### src/rtl/alu_64_pkg.sv
// alu_64 shared definitions: opcode enum and widths.
// No ports; imported by RTL and benches.
package alu_64_pkg;

  localparam int OP_W = 3;

  typedef enum logic [OP_W-1:0] {
    LOAD = 3'd0,
    SUM  = 3'd1,
    SUB  = 3'd2,
    AND  = 3'd3,
    XOR  = 3'd4,
    NOT  = 3'd5,
    INC  = 3'd6
  } alu_op_t;

endpackage

### src/rtl/alu_64_if.sv
// alu_64 operand/result bundle.
// master: drives opcode, a, b; slave: drives result and flags.
interface alu_64_if
  import alu_64_pkg::*;
#(
  parameter int WIDTH = 64
);

  logic [OP_W-1:0]  opcode;
  logic [WIDTH-1:0] a;
  logic [WIDTH-1:0] b;
  logic [WIDTH-1:0] result;
  logic             overflow;
  logic             negative;
  logic             zero;
  logic             equal;
  logic             greater;
  logic             less;

  modport master (
    output opcode, a, b,
    input  result, overflow, negative,
    input  zero, equal, greater, less
  );

  modport slave (
    input  opcode, a, b,
    output result, overflow, negative,
    output zero, equal, greater, less
  );

endinterface

### src/rtl/alu_64_adder.sv
// Shared add/sub/inc path with signed overflow.
// i_a, i_b, i_cin, i_sub -> o_sum, o_ovf (all combinational).
module alu_64_adder #(
  parameter int WIDTH = 64
) (
  input  logic [WIDTH-1:0] i_a,
  input  logic [WIDTH-1:0] i_b,
  input  logic             i_cin,
  input  logic             i_sub,
  output logic [WIDTH-1:0] o_sum,
  output logic             o_ovf
);

  logic [WIDTH-1:0] w_b;

  // subtract is a + ~b + 1; caller supplies the +1 as carry-in
  assign w_b   = i_sub ? ~i_b : i_b;
  assign o_sum = i_a + w_b + {{(WIDTH-1){1'b0}}, i_cin};

  // operands of one sign producing the other sign
  assign o_ovf = (i_a[WIDTH-1] == w_b[WIDTH-1]) &&
                 (o_sum[WIDTH-1] != i_a[WIDTH-1]);

endmodule

### src/rtl/alu_64.sv
// Single-cycle registered ALU: one op accepted per clock.
// clk, reset (sync, active-high), bus (alu_64_if.slave).
module alu_64
  import alu_64_pkg::*;
#(
  parameter int WIDTH = 64
) (
  input  logic     clk,
  input  logic     reset,
  alu_64_if.slave  bus
);

  logic [WIDTH-1:0] w_add_b;
  logic             w_cin;
  logic             w_sub;
  logic [WIDTH-1:0] w_sum;
  logic             w_add_ovf;
  logic [WIDTH-1:0] w_res;
  logic             w_ovf;
  logic             w_eq;
  logic             w_gt;
  logic             w_lt;

  logic [WIDTH-1:0] r_result;
  logic             r_overflow;
  logic             r_negative;
  logic             r_zero;
  logic             r_equal;
  logic             r_greater;
  logic             r_less;

  // INC reuses the adder as a + 0 + carry-in
  assign w_add_b = (bus.opcode == INC) ? '0 : bus.b;
  assign w_sub   = (bus.opcode == SUB);
  assign w_cin   = (bus.opcode == SUB) ||
                   (bus.opcode == INC);

  alu_64_adder #(
    .WIDTH (WIDTH)
  ) u_adder (
    .i_a   (bus.a),
    .i_b   (w_add_b),
    .i_cin (w_cin),
    .i_sub (w_sub),
    .o_sum (w_sum),
    .o_ovf (w_add_ovf)
  );

  always_comb begin
    w_res = '0;
    w_ovf = 1'b0;
    unique case (bus.opcode)
      LOAD: w_res = bus.a;
      SUM: begin
        w_res = w_sum;
        w_ovf = w_add_ovf;
      end
      SUB: begin
        w_res = w_sum;
        w_ovf = w_add_ovf;
      end
      AND: w_res = bus.a & bus.b;
      XOR: w_res = bus.a ^ bus.b;
      NOT: w_res = ~bus.a;
      INC: begin
        w_res = w_sum;
        w_ovf = w_add_ovf;
      end
      default: w_res = '0;
    endcase
  end

  // comparisons look only at the operands, never the op
  assign w_eq = (bus.a == bus.b);
  assign w_gt = ($signed(bus.a) > $signed(bus.b));
  assign w_lt = ($signed(bus.a) < $signed(bus.b));

  always_ff @(posedge clk) begin
    if (reset) begin
      r_result   <= '0;
      r_overflow <= 1'b0;
      r_negative <= 1'b0;
      r_zero     <= 1'b0;
      r_equal    <= 1'b0;
      r_greater  <= 1'b0;
      r_less     <= 1'b0;
    end else begin
      r_result   <= w_res;
      r_overflow <= w_ovf;
      r_negative <= w_res[WIDTH-1];
      r_zero     <= (w_res == '0);
      r_equal    <= w_eq;
      r_greater  <= w_gt;
      r_less     <= w_lt;
    end
  end

  assign bus.result   = r_result;
  assign bus.overflow = r_overflow;
  assign bus.negative = r_negative;
  assign bus.zero     = r_zero;
  assign bus.equal    = r_equal;
  assign bus.greater  = r_greater;
  assign bus.less     = r_less;

endmodule

### src/flat_wrapper.sv
// flat-port wrapper written by rule: the top's interface ports become plain ports
module alu_64_flat import alu_64_pkg::*;
#(
  parameter int WIDTH = 64
)
  (clk, reset, bus_opcode, bus_a, bus_b, bus_result, bus_overflow, bus_negative, bus_zero, bus_equal, bus_greater, bus_less);
  alu_64_if #(.WIDTH(WIDTH)) bus_i ();
  input  logic clk;
  input  logic reset;
  input wire logic [$bits(bus_i.opcode)-1:0] bus_opcode;
  input wire logic [$bits(bus_i.a)-1:0] bus_a;
  input wire logic [$bits(bus_i.b)-1:0] bus_b;
  output wire logic [$bits(bus_i.result)-1:0] bus_result;
  output wire logic [$bits(bus_i.overflow)-1:0] bus_overflow;
  output wire logic [$bits(bus_i.negative)-1:0] bus_negative;
  output wire logic [$bits(bus_i.zero)-1:0] bus_zero;
  output wire logic [$bits(bus_i.equal)-1:0] bus_equal;
  output wire logic [$bits(bus_i.greater)-1:0] bus_greater;
  output wire logic [$bits(bus_i.less)-1:0] bus_less;
  assign bus_i.opcode = bus_opcode;
  assign bus_i.a = bus_a;
  assign bus_i.b = bus_b;
  assign bus_result = bus_i.result;
  assign bus_overflow = bus_i.overflow;
  assign bus_negative = bus_i.negative;
  assign bus_zero = bus_i.zero;
  assign bus_equal = bus_i.equal;
  assign bus_greater = bus_i.greater;
  assign bus_less = bus_i.less;
  alu_64 #(.WIDTH(WIDTH)) u_core (.clk(clk), .reset(reset), .bus(bus_i));
endmodule
### config.mk
export PLATFORM = sky130hd
export DESIGN_NAME = alu_64_flat
export DESIGN_NICKNAME = d
export VERILOG_FILES = /design/src/rtl/alu_64_pkg.sv /design/src/rtl/alu_64_if.sv /design/src/rtl/alu_64_adder.sv /design/src/rtl/alu_64.sv /design/src/flat_wrapper.sv
export SDC_FILE = /design/constraint.sdc
export NUM_CORES = 1
export LEC_CHECK = 0
export CAP_MARGIN = 20
export CORE_AREA = 2 2 165 167
export CTS_CLUSTER_SIZE = 30
export DETAILED_ROUTE_END_ITERATION = 16
export DIE_AREA = 0 0 167 169
export GPL_TIMING_DRIVEN = 0
export PLACE_DENSITY = 0.66
export SKIP_LAST_GASP = 1
export SLEW_MARGIN = 40
export SYNTH_ARGS = -nofsm -noshare
export SYNTH_HDL_FRONTEND = slang
export SYNTH_SLANG_ARGS = --single-unit
### constraint.sdc
create_clock -name clk -period 9.4 [get_ports clk]
set_input_delay 1.88 -clock clk [delete_from_list [all_inputs] [get_ports clk]]
set_output_delay 1.88 -clock clk [all_outputs]
set_load 0.02 [all_outputs]
==> run_results.csv <==
group,metric,value,unit
setup_path,worstSetupPathType,"in2reg",
routing,wire_per_inst,23.7,microns
setup_path,startpoint_type,"primary input",
final_layout,fillers,2676,
sta,rsz0062_at_grt,"no",
final_layout,final_core_util,54.9,%
placement,placed_area,0.0142,sq mm
logic_synthesis,async_flop_share,0,%
setup_path,cp.required,9.67,ns
pwr,p_total,1.71,mW
placement,place_congestion,1.01,
routing,num_vias,14535,
global_route,grt_pass1_vias,13269,
global_route,grt_max_degree,13,
sta,relSlewSlack,31.4,%
sta,finalCritPeriodShare,89.0,%
logic_synthesis,synthDistinctLibCells,84,
die,num_io_pins,203,
logic_synthesis,synth_flop_cell,"dfxtp_1",
logic_synthesis,ys_ff_latch,69,
sta,max_slew.worst_pin.slew,1.03,ns
routing,drcViolationCount,0,
placement,port_buffers,201,
worst_hold_path,min_from,"reset",
logic_synthesis,syn_area,0.0117,sq mm
logic_synthesis,ys_warn_count,0,
routing,vias_per_cell,6.39,
clock_network,cts-root-buf,"clkbuf_16",
worst_hold_path,hold_path_class,"in2reg",
placement,dp_hpwl,43000,microns
die,die_w,167,microns
final_layout,finalNetCount,2252,
global_route,grt_usage,36.9,%
global_route,grt_pass1_wl,79700,microns
global_route,antenna_found_initial,2,
setup_path,critPathLaunch,"bus_opcode[0]",
clock_network,cts_hold_buf,0,
run,maxCapViolations,0,
pwr,p_leak,6.30,nW
setup_path,crit_slowest_cell,"nor4_1",
sta,setup-violations-final,0,
die,core_area,0.0265,sq mm
final_layout,layout-area-overhead-vs-synth,24.1,%
logic_synthesis,synthCells,1713,
routing,drt_iter0_markers,1975,
routing,dr.pass1.iters,7,
setup_path,crit_chain,"clkdlybuf4s50_1, nand2b_1, inv_1, nand2b_1, clkbuf_1, clkbuf_1, o21ai_0, ha_1, a21oi_1, o21a_1, o221ai_1, a21bo_2, a31oi_1, mux2_2, nor4b_1, nand4b_1, nor4_1, and4_1, nand4_1, nor4_2",
outcome,outcome,"finished clean",
setup_path,cp.arrival,8.64,ns
clock_network,numCtsBuffers,9,
die,die-area,0.0282,sq mm
setup_path,crit_path_max_fanout,10,
die,start_util,44.2,%
placement,dp_slack,0.944,ns
logic_synthesis,synth-edff-count,0,
die,rows,60,
logic_synthesis,syn-num-nets,2038,
logic_synthesis,syn_avg_cell_area,6.84,sq um
die,fp.dieH,169,microns
pwr,peakVddDrop,0.0993,mV
clock_network,cts.sinks,69,
pwr,power.density,118,mW/mm^2
routing,drtAntennaViolNets,0,
clock_network,cts_setup_buffers,0,
logic_synthesis,ys_seq_area_share,11.8,%
sta,fmaxAchievable,0.120,GHz
worst_hold_path,min_path_cells,3,
final_layout,drive_above_1_share,3.47,%
setup_path,max_stage_delay,0.78,ns
sta,timing.final.ws_setup,1.03,ns
clock_network,cts_max_level,3,
clock_network,cts.repair.resized,0,
sta,layout_min_cycle_time,8.37,ns
sta,tns,0,ns
setup_path,worstSetupEndpointType,"flop",
sta,final_hold_viol_count,0,
final_layout,finalInstanceArea,0.0145,sq mm
sta,final_max_slew_viol_count,0,
clock_network,tritoncts,"built",
routing,finalWirelength,54000,microns
global_route,grt_overflow,0,
clock_network,cts.clk_slew.worst_paths,0.06,ns
clock_network,clk_path_buf_depth,2,
==> where the power goes <==
part | total, mW | switching, mW | internal [mW]
clock network | 0.415 | 0.155 | 0.260
logic | 0.963 | 0.599 | 0.364
registers | 0.330 | 0.00733 | 0.323
==> per-stage QoR <==
step	cells	hold slack [ns]
after CTS	2273	2.21
after global placement	2255	2.59
final	2274	2.23
after global routing	2273	2.30
after detailed placement	2257	2.58
after floorplan	1713	2.12
==> routing by layer <==
layer | vias to the layer above | GRT usage (%) | routed length, microns
li1 | 6672 | - | -
met1 | 6738 | 49.0 | 21900
met2 | 959 | 56.3 | 22800
met3 | 164 | 8.09 | 6470
met4 | 2 | 18.6 | 2740
met5 | - | 0 | 13
==> cell families after synthesis <==
kind of cell    count (synthesis)  share of synthesized area, %
buf+inv                       226                          7.36
flops                          69                          11.8
xor+xnor                       42                          3.14
mux                             9                         0.812
simple gates                  533                          21.3
compound gates                642                          35.0
fa+ha+maj                     192                          20.6
==> worst paths after layout <==
| path | to | slack [ns] |
|---|---|---|
| max | u_core.bus.zero | 1.03 |
| min | u_core.bus.result[55] | 2.23 |
==> flip-flops by register name (all words and copies together) (netlist names) <==
name,flops
u_core.bus.less,1
u_core.bus.zero,1
u_core.bus.overflow,1
u_core.bus.equal,1
u_core.bus.greater,1
u_core.bus.result,63
u_core.bus.negative,1
==> layout make-up <==
type | count | area (sq um) | area share (%)
Clock buffer | 10 | 229 | 1.58
Buffer | 102 | 407 | 2.80
Antenna cell | 1 | 2.50 | 0.0172
Timing Repair Buffer | 203 | 2030 | 14.0
Clock inverter | 6 | 111 | 0.766
Multi-Input combinational cell | 1418 | 9480 | 65.2
Sequential cell | 69 | 1380 | 9.50
Tap cell | 341 | 427 | 2.93
Inverter | 124 | 465 | 3.20
==> synth_stat cells, types with 13 or more instances <==
cell type  instances  area, sq um
a21oi_1          189          946
nand4_1           50          313
nand3_1           22          110
clkbuf_1          87          327
nand2b_1          13         81.3
nor2_1           143          537
o21a_1            16          120
nor3_1            20          100
ha_1             190         2380
a222oi_1          14          140
o21bai_1          18          135
nor2b_1           27          169
nand2_1          196          736
o221ai_1          18          158
a22oi_1           18          135
xnor2_1           30          263
a211oi_1          13         97.6
dfxtp_1           69         1380
a21o_1            35          263
inv_1            124          465
o21ai_0          203         1020
==> worst max-delay path, delay by kind of cell <==
| family | cells | cell delay [ns] |
|---|---|---|
| multiplexers | 1 | 0.39 |
| AO/OA/AOI/OAI | 6 | 1.68 |
| buffers and inverters | 4 | 1.63 |
| AND/OR/NAND/NOR | 8 | 2.65 |
| adder cells (fa/ha/maj) | 1 | 0.40 |
==> cell usage in the layout, fill, tap and decap left out, types with 10 or more instances in the layout <==
cell               n
o221ai_1          18
nor3_1            20
nand4_1           50
a211o_1           10
a31oi_1           12
clkdlybuf4s50_1  201
nand2b_1          13
a21o_1            35
and3_1            11
xor2_1            12
a222oi_1          14
nor2b_1           27
o21a_1            16
inv_1            124
a21oi_1          189
nor2_1           142
ha_1             190
nand2_1          196
dfxtp_1           69
a211oi_1          13
o21ai_0          203
clkbuf_1          82
a22oi_1           18
nand3_1           22
xnor2_1           30
or3_1             12
o21bai_1          18
Power figures use the tool's default switching activity.
